==> config.mk <==
export PLATFORM = sky130hd
export DESIGN_NAME = mem_port_arbiter_flat
export DESIGN_NICKNAME = d
export VERILOG_FILES = /design/src/rtl/mem_port_arbiter_if.sv /design/src/rtl/mem_port_arbiter.sv /design/src/flat_wrapper.sv
export SDC_FILE = /design/constraint.sdc
export NUM_CORES = 1
export LEC_CHECK = 0
export CAP_MARGIN = 0
export CORE_AREA = 3 3 116 118
export DETAILED_ROUTE_END_ITERATION = 8
export DIE_AREA = 0 0 119 121
export PLACE_DENSITY = 0.75
export SLEW_MARGIN = 30
export SYNTH_ARGS = -nofsm -noshare
export SYNTH_HDL_FRONTEND = slang
export SYNTH_SLANG_ARGS = --single-unit
export TNS_END_PERCENT = 1
==> constraint.sdc <==
create_clock -name i_clock -period 2.5 [get_ports i_clock]
set_clock_uncertainty 0.05 [all_clocks]
set_input_delay 0.5 -clock i_clock [delete_from_list [all_inputs] [get_ports i_clock]]
set_output_delay 0.5 -clock i_clock [all_outputs]
set_load 0.01 [all_outputs]
==> src/rtl/mem_port_arbiter_if.sv <==
// Handshake bundle for mem_port_arbiter: CPU and debug/DMA requester ports plus the Memoria port.
// The slave modport is the arbiter's view; master is the requester/memory environment view.
interface mem_port_arbiter_if #(
   parameter int ADDR_W = 32
);
   logic              cpu_req;
   logic              cpu_wr;
   logic [ADDR_W-1:0] cpu_addr;
   logic [31:0]       cpu_wdata;
   logic              cpu_done;
   logic [31:0]       cpu_rdata;
   logic              cpu_err;

   logic              dbg_req;
   logic              dbg_wr;
   logic [ADDR_W-1:0] dbg_addr;
   logic [31:0]       dbg_wdata;
   logic              dbg_done;
   logic [31:0]       dbg_rdata;
   logic              dbg_err;

   logic [ADDR_W-1:0] mem_addr;
   logic              mem_wr;
   logic [31:0]       mem_wdata;
   logic [31:0]       mem_rdata;

   logic [1:0]        arb_state;

   modport slave (
      input  cpu_req, cpu_wr, cpu_addr, cpu_wdata,
      input  dbg_req, dbg_wr, dbg_addr, dbg_wdata,
      input  mem_rdata,
      output cpu_done, cpu_rdata, cpu_err,
      output dbg_done, dbg_rdata, dbg_err,
      output mem_addr, mem_wr, mem_wdata,
      output arb_state
   );

   modport master (
      output cpu_req, cpu_wr, cpu_addr, cpu_wdata,
      output dbg_req, dbg_wr, dbg_addr, dbg_wdata,
      output mem_rdata,
      input  cpu_done, cpu_rdata, cpu_err,
      input  dbg_done, dbg_rdata, dbg_err,
      input  mem_addr, mem_wr, mem_wdata,
      input  arb_state
   );
endinterface

==> src/rtl/mem_port_arbiter.sv <==
// Round-robin arbiter sharing single-port Memoria between the CPU datapath and the debug/DMA port.
// One access in flight: IDLE picks a winner, ACC drives memory for MEM_LAT cycles, RESP pulses done.
module mem_port_arbiter #(
   parameter int MEM_LAT = 1,
   parameter int ADDR_W  = 32
) (
   input  logic              i_clock,
   input  logic              i_reset,
   mem_port_arbiter_if.slave bus
);
   typedef enum logic [1:0] {
      IDLE = 2'd0,
      ACC  = 2'd1,
      RESP = 2'd2
   } state_t;

   localparam logic [1:0] LAT_LOAD = 2'(MEM_LAT - 1);

   state_t            r_state;
   logic              r_lastDbg;
   logic              r_winDbg;
   logic              r_wr;
   logic              r_rdEn;
   logic [1:0]        r_cnt;
   logic [ADDR_W-1:0] r_memAddr;
   logic [31:0]       r_memWdata;
   logic              r_memWr;
   logic              r_cpuDone;
   logic              r_dbgDone;
   logic              r_cpuErr;
   logic              r_dbgErr;

   logic              w_anyReq;
   logic              w_pickDbg;
   logic              w_reqWr;
   logic [ADDR_W-1:0] w_reqAddr;
   logic [31:0]       w_reqWdata;

   // On a tie the side that was not granted last time wins.
   assign w_anyReq   = bus.cpu_req | bus.dbg_req;
   assign w_pickDbg  = bus.dbg_req & (~bus.cpu_req | ~r_lastDbg);
   assign w_reqWr    = w_pickDbg ? bus.dbg_wr    : bus.cpu_wr;
   assign w_reqAddr  = w_pickDbg ? bus.dbg_addr  : bus.cpu_addr;
   assign w_reqWdata = w_pickDbg ? bus.dbg_wdata : bus.cpu_wdata;

   always_ff @(posedge i_clock or negedge i_reset) begin
      if (!i_reset) begin
         r_state    <= IDLE;
         r_lastDbg  <= 1'b1;
         r_winDbg   <= 1'b0;
         r_wr       <= 1'b0;
         r_rdEn     <= 1'b0;
         r_cnt      <= 2'd0;
         r_memAddr  <= '0;
         r_memWdata <= 32'd0;
         r_memWr    <= 1'b0;
         r_cpuDone  <= 1'b0;
         r_dbgDone  <= 1'b0;
         r_cpuErr   <= 1'b0;
         r_dbgErr   <= 1'b0;
      end else begin
         case (r_state)
            IDLE: begin
               if (w_anyReq) begin
                  r_winDbg  <= w_pickDbg;
                  r_lastDbg <= w_pickDbg;
                  r_wr      <= w_reqWr;
                  if (w_reqAddr[1:0] != 2'b00) begin
                     r_state   <= RESP;
                     r_cpuDone <= ~w_pickDbg;
                     r_dbgDone <= w_pickDbg;
                     r_cpuErr  <= ~w_pickDbg;
                     r_dbgErr  <= w_pickDbg;
                     r_rdEn    <= 1'b0;
                  end else begin
                     r_state    <= ACC;
                     r_cnt      <= LAT_LOAD;
                     r_memAddr  <= w_reqAddr;
                     r_memWdata <= w_reqWdata;
                     r_memWr    <= w_reqWr;
                  end
               end
            end
            ACC: begin
               r_memWr <= 1'b0;
               if (r_cnt == 2'd0) begin
                  r_state   <= RESP;
                  r_cpuDone <= ~r_winDbg;
                  r_dbgDone <= r_winDbg;
                  r_rdEn    <= ~r_wr;
               end else begin
                  r_cnt <= r_cnt - 2'd1;
               end
            end
            RESP: begin
               r_state    <= IDLE;
               r_cpuDone  <= 1'b0;
               r_dbgDone  <= 1'b0;
               r_cpuErr   <= 1'b0;
               r_dbgErr   <= 1'b0;
               r_rdEn     <= 1'b0;
               r_memAddr  <= '0;
               r_memWdata <= 32'd0;
            end
            default: r_state <= IDLE;
         endcase
      end
   end

   // Read data arrives from Memoria in the RESP cycle itself, so it is passed through, gated.
   assign bus.cpu_rdata = (r_rdEn && !r_winDbg) ? bus.mem_rdata : 32'd0;
   assign bus.dbg_rdata = (r_rdEn &&  r_winDbg) ? bus.mem_rdata : 32'd0;
   assign bus.cpu_done  = r_cpuDone;
   assign bus.dbg_done  = r_dbgDone;
   assign bus.cpu_err   = r_cpuErr;
   assign bus.dbg_err   = r_dbgErr;
   assign bus.mem_addr  = r_memAddr;
   assign bus.mem_wr    = r_memWr;
   assign bus.mem_wdata = r_memWdata;
   assign bus.arb_state = r_state;
endmodule
==> src/flat_wrapper.sv <==
// flat-port wrapper written by rule: the top's interface ports become plain ports
module mem_port_arbiter_flat 
#(
   parameter int MEM_LAT = 1,
   parameter int ADDR_W  = 32
)
  (i_clock, i_reset, bus_cpu_req, bus_cpu_wr, bus_cpu_addr, bus_cpu_wdata, bus_dbg_req, bus_dbg_wr, bus_dbg_addr, bus_dbg_wdata, bus_mem_rdata, bus_cpu_done, bus_cpu_rdata, bus_cpu_err, bus_dbg_done, bus_dbg_rdata, bus_dbg_err, bus_mem_addr, bus_mem_wr, bus_mem_wdata, bus_arb_state);
  mem_port_arbiter_if #(.ADDR_W(ADDR_W)) bus_i ();
  input  logic i_clock;
  input  logic i_reset;
  input wire logic [$bits(bus_i.cpu_req)-1:0] bus_cpu_req;
  input wire logic [$bits(bus_i.cpu_wr)-1:0] bus_cpu_wr;
  input wire logic [$bits(bus_i.cpu_addr)-1:0] bus_cpu_addr;
  input wire logic [$bits(bus_i.cpu_wdata)-1:0] bus_cpu_wdata;
  input wire logic [$bits(bus_i.dbg_req)-1:0] bus_dbg_req;
  input wire logic [$bits(bus_i.dbg_wr)-1:0] bus_dbg_wr;
  input wire logic [$bits(bus_i.dbg_addr)-1:0] bus_dbg_addr;
  input wire logic [$bits(bus_i.dbg_wdata)-1:0] bus_dbg_wdata;
  input wire logic [$bits(bus_i.mem_rdata)-1:0] bus_mem_rdata;
  output wire logic [$bits(bus_i.cpu_done)-1:0] bus_cpu_done;
  output wire logic [$bits(bus_i.cpu_rdata)-1:0] bus_cpu_rdata;
  output wire logic [$bits(bus_i.cpu_err)-1:0] bus_cpu_err;
  output wire logic [$bits(bus_i.dbg_done)-1:0] bus_dbg_done;
  output wire logic [$bits(bus_i.dbg_rdata)-1:0] bus_dbg_rdata;
  output wire logic [$bits(bus_i.dbg_err)-1:0] bus_dbg_err;
  output wire logic [$bits(bus_i.mem_addr)-1:0] bus_mem_addr;
  output wire logic [$bits(bus_i.mem_wr)-1:0] bus_mem_wr;
  output wire logic [$bits(bus_i.mem_wdata)-1:0] bus_mem_wdata;
  output wire logic [$bits(bus_i.arb_state)-1:0] bus_arb_state;
  assign bus_i.cpu_req = bus_cpu_req;
  assign bus_i.cpu_wr = bus_cpu_wr;
  assign bus_i.cpu_addr = bus_cpu_addr;
  assign bus_i.cpu_wdata = bus_cpu_wdata;
  assign bus_i.dbg_req = bus_dbg_req;
  assign bus_i.dbg_wr = bus_dbg_wr;
  assign bus_i.dbg_addr = bus_dbg_addr;
  assign bus_i.dbg_wdata = bus_dbg_wdata;
  assign bus_i.mem_rdata = bus_mem_rdata;
  assign bus_cpu_done = bus_i.cpu_done;
  assign bus_cpu_rdata = bus_i.cpu_rdata;
  assign bus_cpu_err = bus_i.cpu_err;
  assign bus_dbg_done = bus_i.dbg_done;
  assign bus_dbg_rdata = bus_i.dbg_rdata;
  assign bus_dbg_err = bus_i.dbg_err;
  assign bus_mem_addr = bus_i.mem_addr;
  assign bus_mem_wr = bus_i.mem_wr;
  assign bus_mem_wdata = bus_i.mem_wdata;
  assign bus_arb_state = bus_i.arb_state;
  mem_port_arbiter #(.MEM_LAT(MEM_LAT), .ADDR_W(ADDR_W)) u_core (.i_clock(i_clock), .i_reset(i_reset), .bus(bus_i));
endmodule
== Word level (Yosys, flattened, before mapping) ==
Cells that the tools add are included.

* Bits of input ports: 166
* Logic and storage cells: 81
* Output and inout port bits: 135
* Register bits: 77

* Reduce and logical (&&, ||, !) cells: 16
* Bitwise operators: 8
* Add/sub/neg operators: 1
* Muxes and demuxes: 36
* Equal/unequal tests: 7

{| class="wikitable"
|+ Operators with widths
! operator !! number
|-
| $mux W32 || 8
|-
| $pmux W32 S2 || 2
|-
| $mux W1 || 12
|-
| $mux W2 || 6
|-
| $pmux W1 S3 || 3
|-
| $reduce_and A3 Y1 || 3
|-
| $pmux W2 S2 || 2
|-
| $reduce_and A4 Y1 || 2
|-
| $ne A2 B1 Y1 const B || 3
|-
| $pmux W1 S2 || 3
|-
| $reduce_bool A2 Y1 || 3
|-
| $not A1 Y1 || 5
|-
| $logic_not A2 Y1 || 2
|-
| $ne A2 B2 Y1 const B || 2
|-
| $reduce_and A2 Y1 || 2
|-
| $reduce_bool A3 Y1 || 1
|-
| $eq A2 B1 Y1 const B || 1
|-
| $eq A2 B2 Y1 const B || 1
|-
| $logic_and A1 B1 Y1 || 2
|-
| $or A1 B1 Y1 || 2
|-
| $sub A2 B1 Y2 const B || 1
|-
| $and A1 B1 Y1 || 1
|-
| $logic_not A1 Y1 || 1
|}

== Depth between registers and ports, before layout ==
* Word-level depth: 8
* Mapped depth: 9
* Mapped depth without buffers: 6

== Worst setup path after synthesis ==
OpenSTA, ideal clock, no wires.

* Path type: input-to-reg
* Start point: input bus_dbg_req
* End point: register u_core.r_cpuDone (netlist: u_core.bus.cpu_done)
* Data required time: 2.322 ns
* Library setup time: 0.128 ns
* Arrival: 1.906 ns
* Stages on the path: 4
* Path buffers: 0
* Slack: 0.416 ns
* Path through: a21boi_2 -> mux2_4 -> a2111o_1 -> mux2_1

* Cells in the longest elaborated chain, start to end: 5
* Elaborated cells on any way between the ends: 11
* Classes of those cells: 2 x eq/ne; 4 x mux; 3 x bitwise; 2 x reduce/logical

{| class="wikitable"
|+ RTL lines
! element !! line !! source
|-
| from (decl) || flat_wrapper.sv:15 || <nowiki>input wire logic [$bits(bus_i.dbg_req)-1:0] bus_dbg_req;</nowiki>
|-
| $and A1 B1 Y1 || mem_port_arbiter.sv:41 || <nowiki>assign w_pickDbg = bus.dbg_req & (~bus.cpu_req | ~r_lastDbg);</nowiki>
|-
| $mux W32 or $not A1 Y1 (tied branches) || mem_port_arbiter.sv:43, mem_port_arbiter.sv:70 ||
|-
| $reduce_bool A2 Y1 or $mux W1 (tied branches) || mem_port_arbiter.sv:68 || <nowiki>if (w_reqAddr[1:0] != 2'b00) begin</nowiki>
|-
| $ne A2 B1 Y1 (no line) or $mux W1 (tied branches) || - ||
|-
| $reduce_and A4 Y1 (no line) or $pmux W1 S3 (tied branches) || - ||
|-
| to (signal assigned) || mem_port_arbiter.sv:70 || <nowiki>r_cpuDone <= ~w_pickDbg;</nowiki>
|-
| to (signal assigned) || mem_port_arbiter.sv:88 || <nowiki>r_cpuDone <= ~r_winDbg;</nowiki>
|-
| to (decl) || mem_port_arbiter.sv:28 || <nowiki>logic r_cpuDone;</nowiki>
|}

Several ways; a longest one is shown, not always the timed one. The select of a mux whose other input is x is not followed.
A chain may end at the register's enable or synchronous reset.

== Final worst setup path ==
* Start point: register u_core.r_winDbg
* End point: output bus_cpu_rdata[1]

* Cells in the longest elaborated chain, start to end: 3

{| class="wikitable"
|+ RTL lines
! element !! line !! source
|-
| from (decl) || mem_port_arbiter.sv:21 || <nowiki>logic r_winDbg;</nowiki>
|-
| from (signal assigned) || mem_port_arbiter.sv:65 || <nowiki>r_winDbg <= w_pickDbg;</nowiki>
|-
| $logic_not A1 Y1 || mem_port_arbiter.sv:111 || <nowiki>assign bus.cpu_rdata = (r_rdEn && !r_winDbg) ? bus.mem_rdata : 32'd0;</nowiki>
|-
| $logic_and A1 B1 Y1 || mem_port_arbiter.sv:111 ||
|-
| $mux W32 || mem_port_arbiter.sv:111 ||
|-
| to (decl) || flat_wrapper.sv:21 || <nowiki>output wire logic [$bits(bus_i.cpu_rdata)-1:0] bus_cpu_rdata;</nowiki>
|}

Every way passes these cells.

==> summary.md <==
| Metric | Value |
|---|---|
| Final Worst Setup Slack | between 0.1 and 0.15 ns |
| Routed Wire Length | around 16000 um |
| Max Fclk | approximately 430 MHz |
| Share of post-route cells with drive strength above 1 | around 5.8% |
| Largest net degree at the start of global routing | 51 |
| DRC viols | 0 |
| Clk buf depth | 2 |
| Final nets | around 830 |
| # diodes | 0 |
| Min cycle time layout | ~2.4 ns |
| Cells after Synth | 364 |
| Syn Nets | approximately 540 |
| Routed Antenna Nets | 0 |
| R2R Setup Slk | ~0.47 ns |
| RSZ-0062 raised after global routing | no |
| Die Span Y | ~120 um |
| Grt total ovfl | 0 |
| Buf+Inv Stages, Crit Path | 2 |
| Slew Limit Fails | 0 |
| CTS Buf Count | 9 |
| Die X | 119 um |
| Global placement routability congestion | 0.8454 |
| Final hold vios | 0 |
| Synth cell types | 38 |
| Vias per cell | between 4 and 5 |
| Vias in the first global route | about 4400 |
| Slew HR | a little under two thirds |
| Post-Syn Area per Cell | 11.28 sq um |
| Clock sink count | between 70 and 80 |
| Commonest cells after routing, fill and taps aside | clkdlybuf4s50_1 (299), dfrtp_1 (76), mux2i_1 (64), o2bb2ai_1 (62), and2_1 (34) |
| Outcome | completed |
| P&R area growth vs syn | 88.57% |
| Routed length per instance | between 15 and 20 um |
| Core Footprint | around 13000 sq um |
| Num ports | around 300 |
| CTS tree | yes |
| DIE AREA | 14400 sq um |
| Final cell utilization of the core | 61.61% |
| Worst-path fanout max | 32 |
| Post-place setup slack | around 0.009 ns |
| Max cap viols | 0 |
| Post-DP HPWL | between 10000 and 15000 um |
| Fin crit share | between 90% and 100% |
| WHS | about 0.041 ns |
| Worst Path Required | 1.95 ns |
| DR iter-0 viols | 155 |
| Crit. End Element | output pin |
| Global-route wire length before repair | ~24000 um |
| CP top delay family | buffers and inverters |
| All-layer global routing usage | between 20% and 30% |
| Flops & latches, synth | between 70 and 80 |
| Commonest non-fill, non-tap cell in the layout | clkdlybuf4s50_1 |
| Critical Path Start Type | flip-flop |
| TNS Setup | 0 ns |
| Max H-tree Level | 3 |
| Worst-skew pair later-pin latency | 0.33 ns |
| # port buffers | 300 |
| Arr. time, crit path | between 1.5 and 2 ns |
| Tightest Pin Transition | roughly 0.55 ns |
| Root Buffer | clkbuf_16 |
| Initial Utilization | between 30 and 40% |
| Initial antenna violation count | 6 |
| Lkg Pwr | between 3 and 4 nW |
| # rows | between 40 and 50 |
| Final setup vio count | 0 |
| Max VDD drop | between 0.3 and 0.4 mV |
| # hold bufs at CTS | 0 |
| Clock-pin transition on the worst setup and hold timing paths | 0.06 ns |
| Yosys warnings | 0 |
| PwrDens | approximately 840 nW/um^2 |
| Vias after detailed routing | ~4200 |
| # Post-CTS Setup Buffers | 0 |
| Cts repair resizes | 0 |
| Cell Chain, Critical Path | nor2b_1, buf_4, and2_1, clkdlybuf4s50_1 |
| Hold WC Path Type | primary input to asynchronous set/reset pin |
| Sequential-to-total area share from yosys stat | between 40% and 50% |
| Crit Path Class | flip-flop to output pin |
| Worst stage delay on the critical path | between 0.5 and 0.6 ns |
| Syn Std Cell Area | just over 4000 sq um |
| Crit-path slowest cell | clkdlybuf4s50_1 |
| Detailed Routing Iterations Pass 1 | 4 |
## where the power goes
part | total (mW) | switching, mW | internal [mW]
logic | 3.14 | 1.43 | 1.71
clock network | 1.39 | 0.491 | 0.900
registers | 1.97 | 0.280 | 1.69
## layout make-up
type,instances,area (sq um)
sequential,77,1928
clock inverter,4,72.57
multi-input combinational,251,2039
fill,1038,4825
timing repair buffer,318,3223
clock buffer,12,246.5
tap,172,215.2
inverter,5,18.77
## sequential cells by signal (all words and copies together), names as in the netlist
| signal | cells |
|---|---|
| u_core.bus.mem_addr | 32 |
| u_core.bus.mem_wdata | 32 |
| u_core.bus.arb_state | 2 |
| u_core.r_cnt | 2 |
| u_core.bus.cpu_done | 1 |
| u_core.bus.cpu_err | 1 |
| u_core.bus.dbg_done | 1 |
| u_core.bus.dbg_err | 1 |
| u_core.bus.mem_wr | 1 |
| u_core.r_lastDbg | 1 |
| u_core.r_rdEn | 1 |
| u_core.r_winDbg | 1 |
| u_core.r_wr | 1 |
## metal layers
layer | wire length [um] | global-route usage (%) | part of all wire [%]
met1 | 5861 | 22.91 | 36
met2 | 8355 | 40.16 | 52
met3 | 1641 | 8.998 | 10
met4 | 241 | 6.372 | 1.5
met5 | 82 | 0 | 0.51
## per-stage QoR
step	cells	cell area, sq um	power, mW
final	839	7744	6.503
after global routing	839	7744	6.853
after CTS	839	7744	6.570
after detailed placement	823	7425	5.146
after global placement	823	7425	5.068
after floorplan	364	4106	3.342
## cell families after synthesis
group	share of synthesized area, %
multiplexers	16.79
adder cells (fa/ha/maj)	1.523
flip-flops	46.95
AND/OR/NAND/NOR	13.38
AO/OA/AOI/OAI	17.64
buffers and inverters	3.717
## worst register-to-register path, delay by kind of cell (launching register included)
kind	cells	cell delay [ns]
compound gates	1	0.44
flops	1	0.40
mux	1	0.33
buf+inv	2	0.25
fa+ha+maj	1	0.25
simple gates	1	0.19
## cells in the mapped netlist
| master | n | area (sq um) |
|---|---|---|
| dfrtp_1 | 76 | 1902 |
| mux2i_1 | 64 | 640.6 |
| o2bb2ai_1 | 62 | 543.0 |
| and2_1 | 34 | 212.7 |
| and3_1 | 33 | 206.5 |
| clkbuf_1 | 17 | 63.81 |
| buf_2 | 14 | 70.07 |
| nor2_1 | 7 | 26.28 |
| ha_1 | 5 | 62.56 |
| inv_1 | 5 | 18.77 |
| o21ai_0 | 5 | 25.02 |
| nand3_1 | 4 | 20.02 |
| a21o_1 | 3 | 22.52 |
| a22o_1 | 3 | 26.28 |
| mux2_1 | 3 | 33.78 |
| nand2_1 | 3 | 11.26 |
| a21oi_1 | 2 | 10.01 |
| nand2b_1 | 2 | 12.51 |
| nor2b_1 | 2 | 12.51 |
| o211ai_1 | 2 | 15.01 |
| a2111o_1 | 1 | 11.26 |
| a211oi_1 | 1 | 7.510 |
| a21boi_2 | 1 | 11.26 |
| a311o_1 | 1 | 10.01 |
| a31oi_1 | 1 | 6.260 |
| dfstp_2 | 1 | 26.28 |
| mux2_4 | 1 | 15.01 |
| nand3b_1 | 1 | 7.510 |
| nor3_1 | 1 | 5.000 |
| nor3b_2 | 1 | 12.51 |
| nor4_1 | 1 | 6.260 |
| nor4b_1 | 1 | 8.760 |
| o211a_1 | 1 | 10.01 |
| o21ai_1 | 1 | 5.000 |
| o21bai_1 | 1 | 7.510 |
| o22ai_1 | 1 | 6.260 |
| o31ai_1 | 1 | 7.510 |
| or4_1 | 1 | 7.510 |
## path summary, 6_finish.rpt
path | start | to | depth (start not counted)
setup / recovery | u_core.r_winDbg | bus_cpu_rdata[1] | 4
hold / removal | i_reset | u_core.bus.arb_state[0] | 1
setup reg to reg | u_core.bus.arb_state[0] | u_core.r_rdEn | 6
hold reg to reg | u_core.bus.mem_addr[1] | u_core.bus.mem_addr[1] | 1
max in group asynchronous | i_reset | u_core.bus.mem_wdata[5] | 2
min in group i_clock | u_core.bus.mem_addr[1] | u_core.bus.mem_addr[1] | 1
Note: power is estimated with default switching activity, not from simulation.
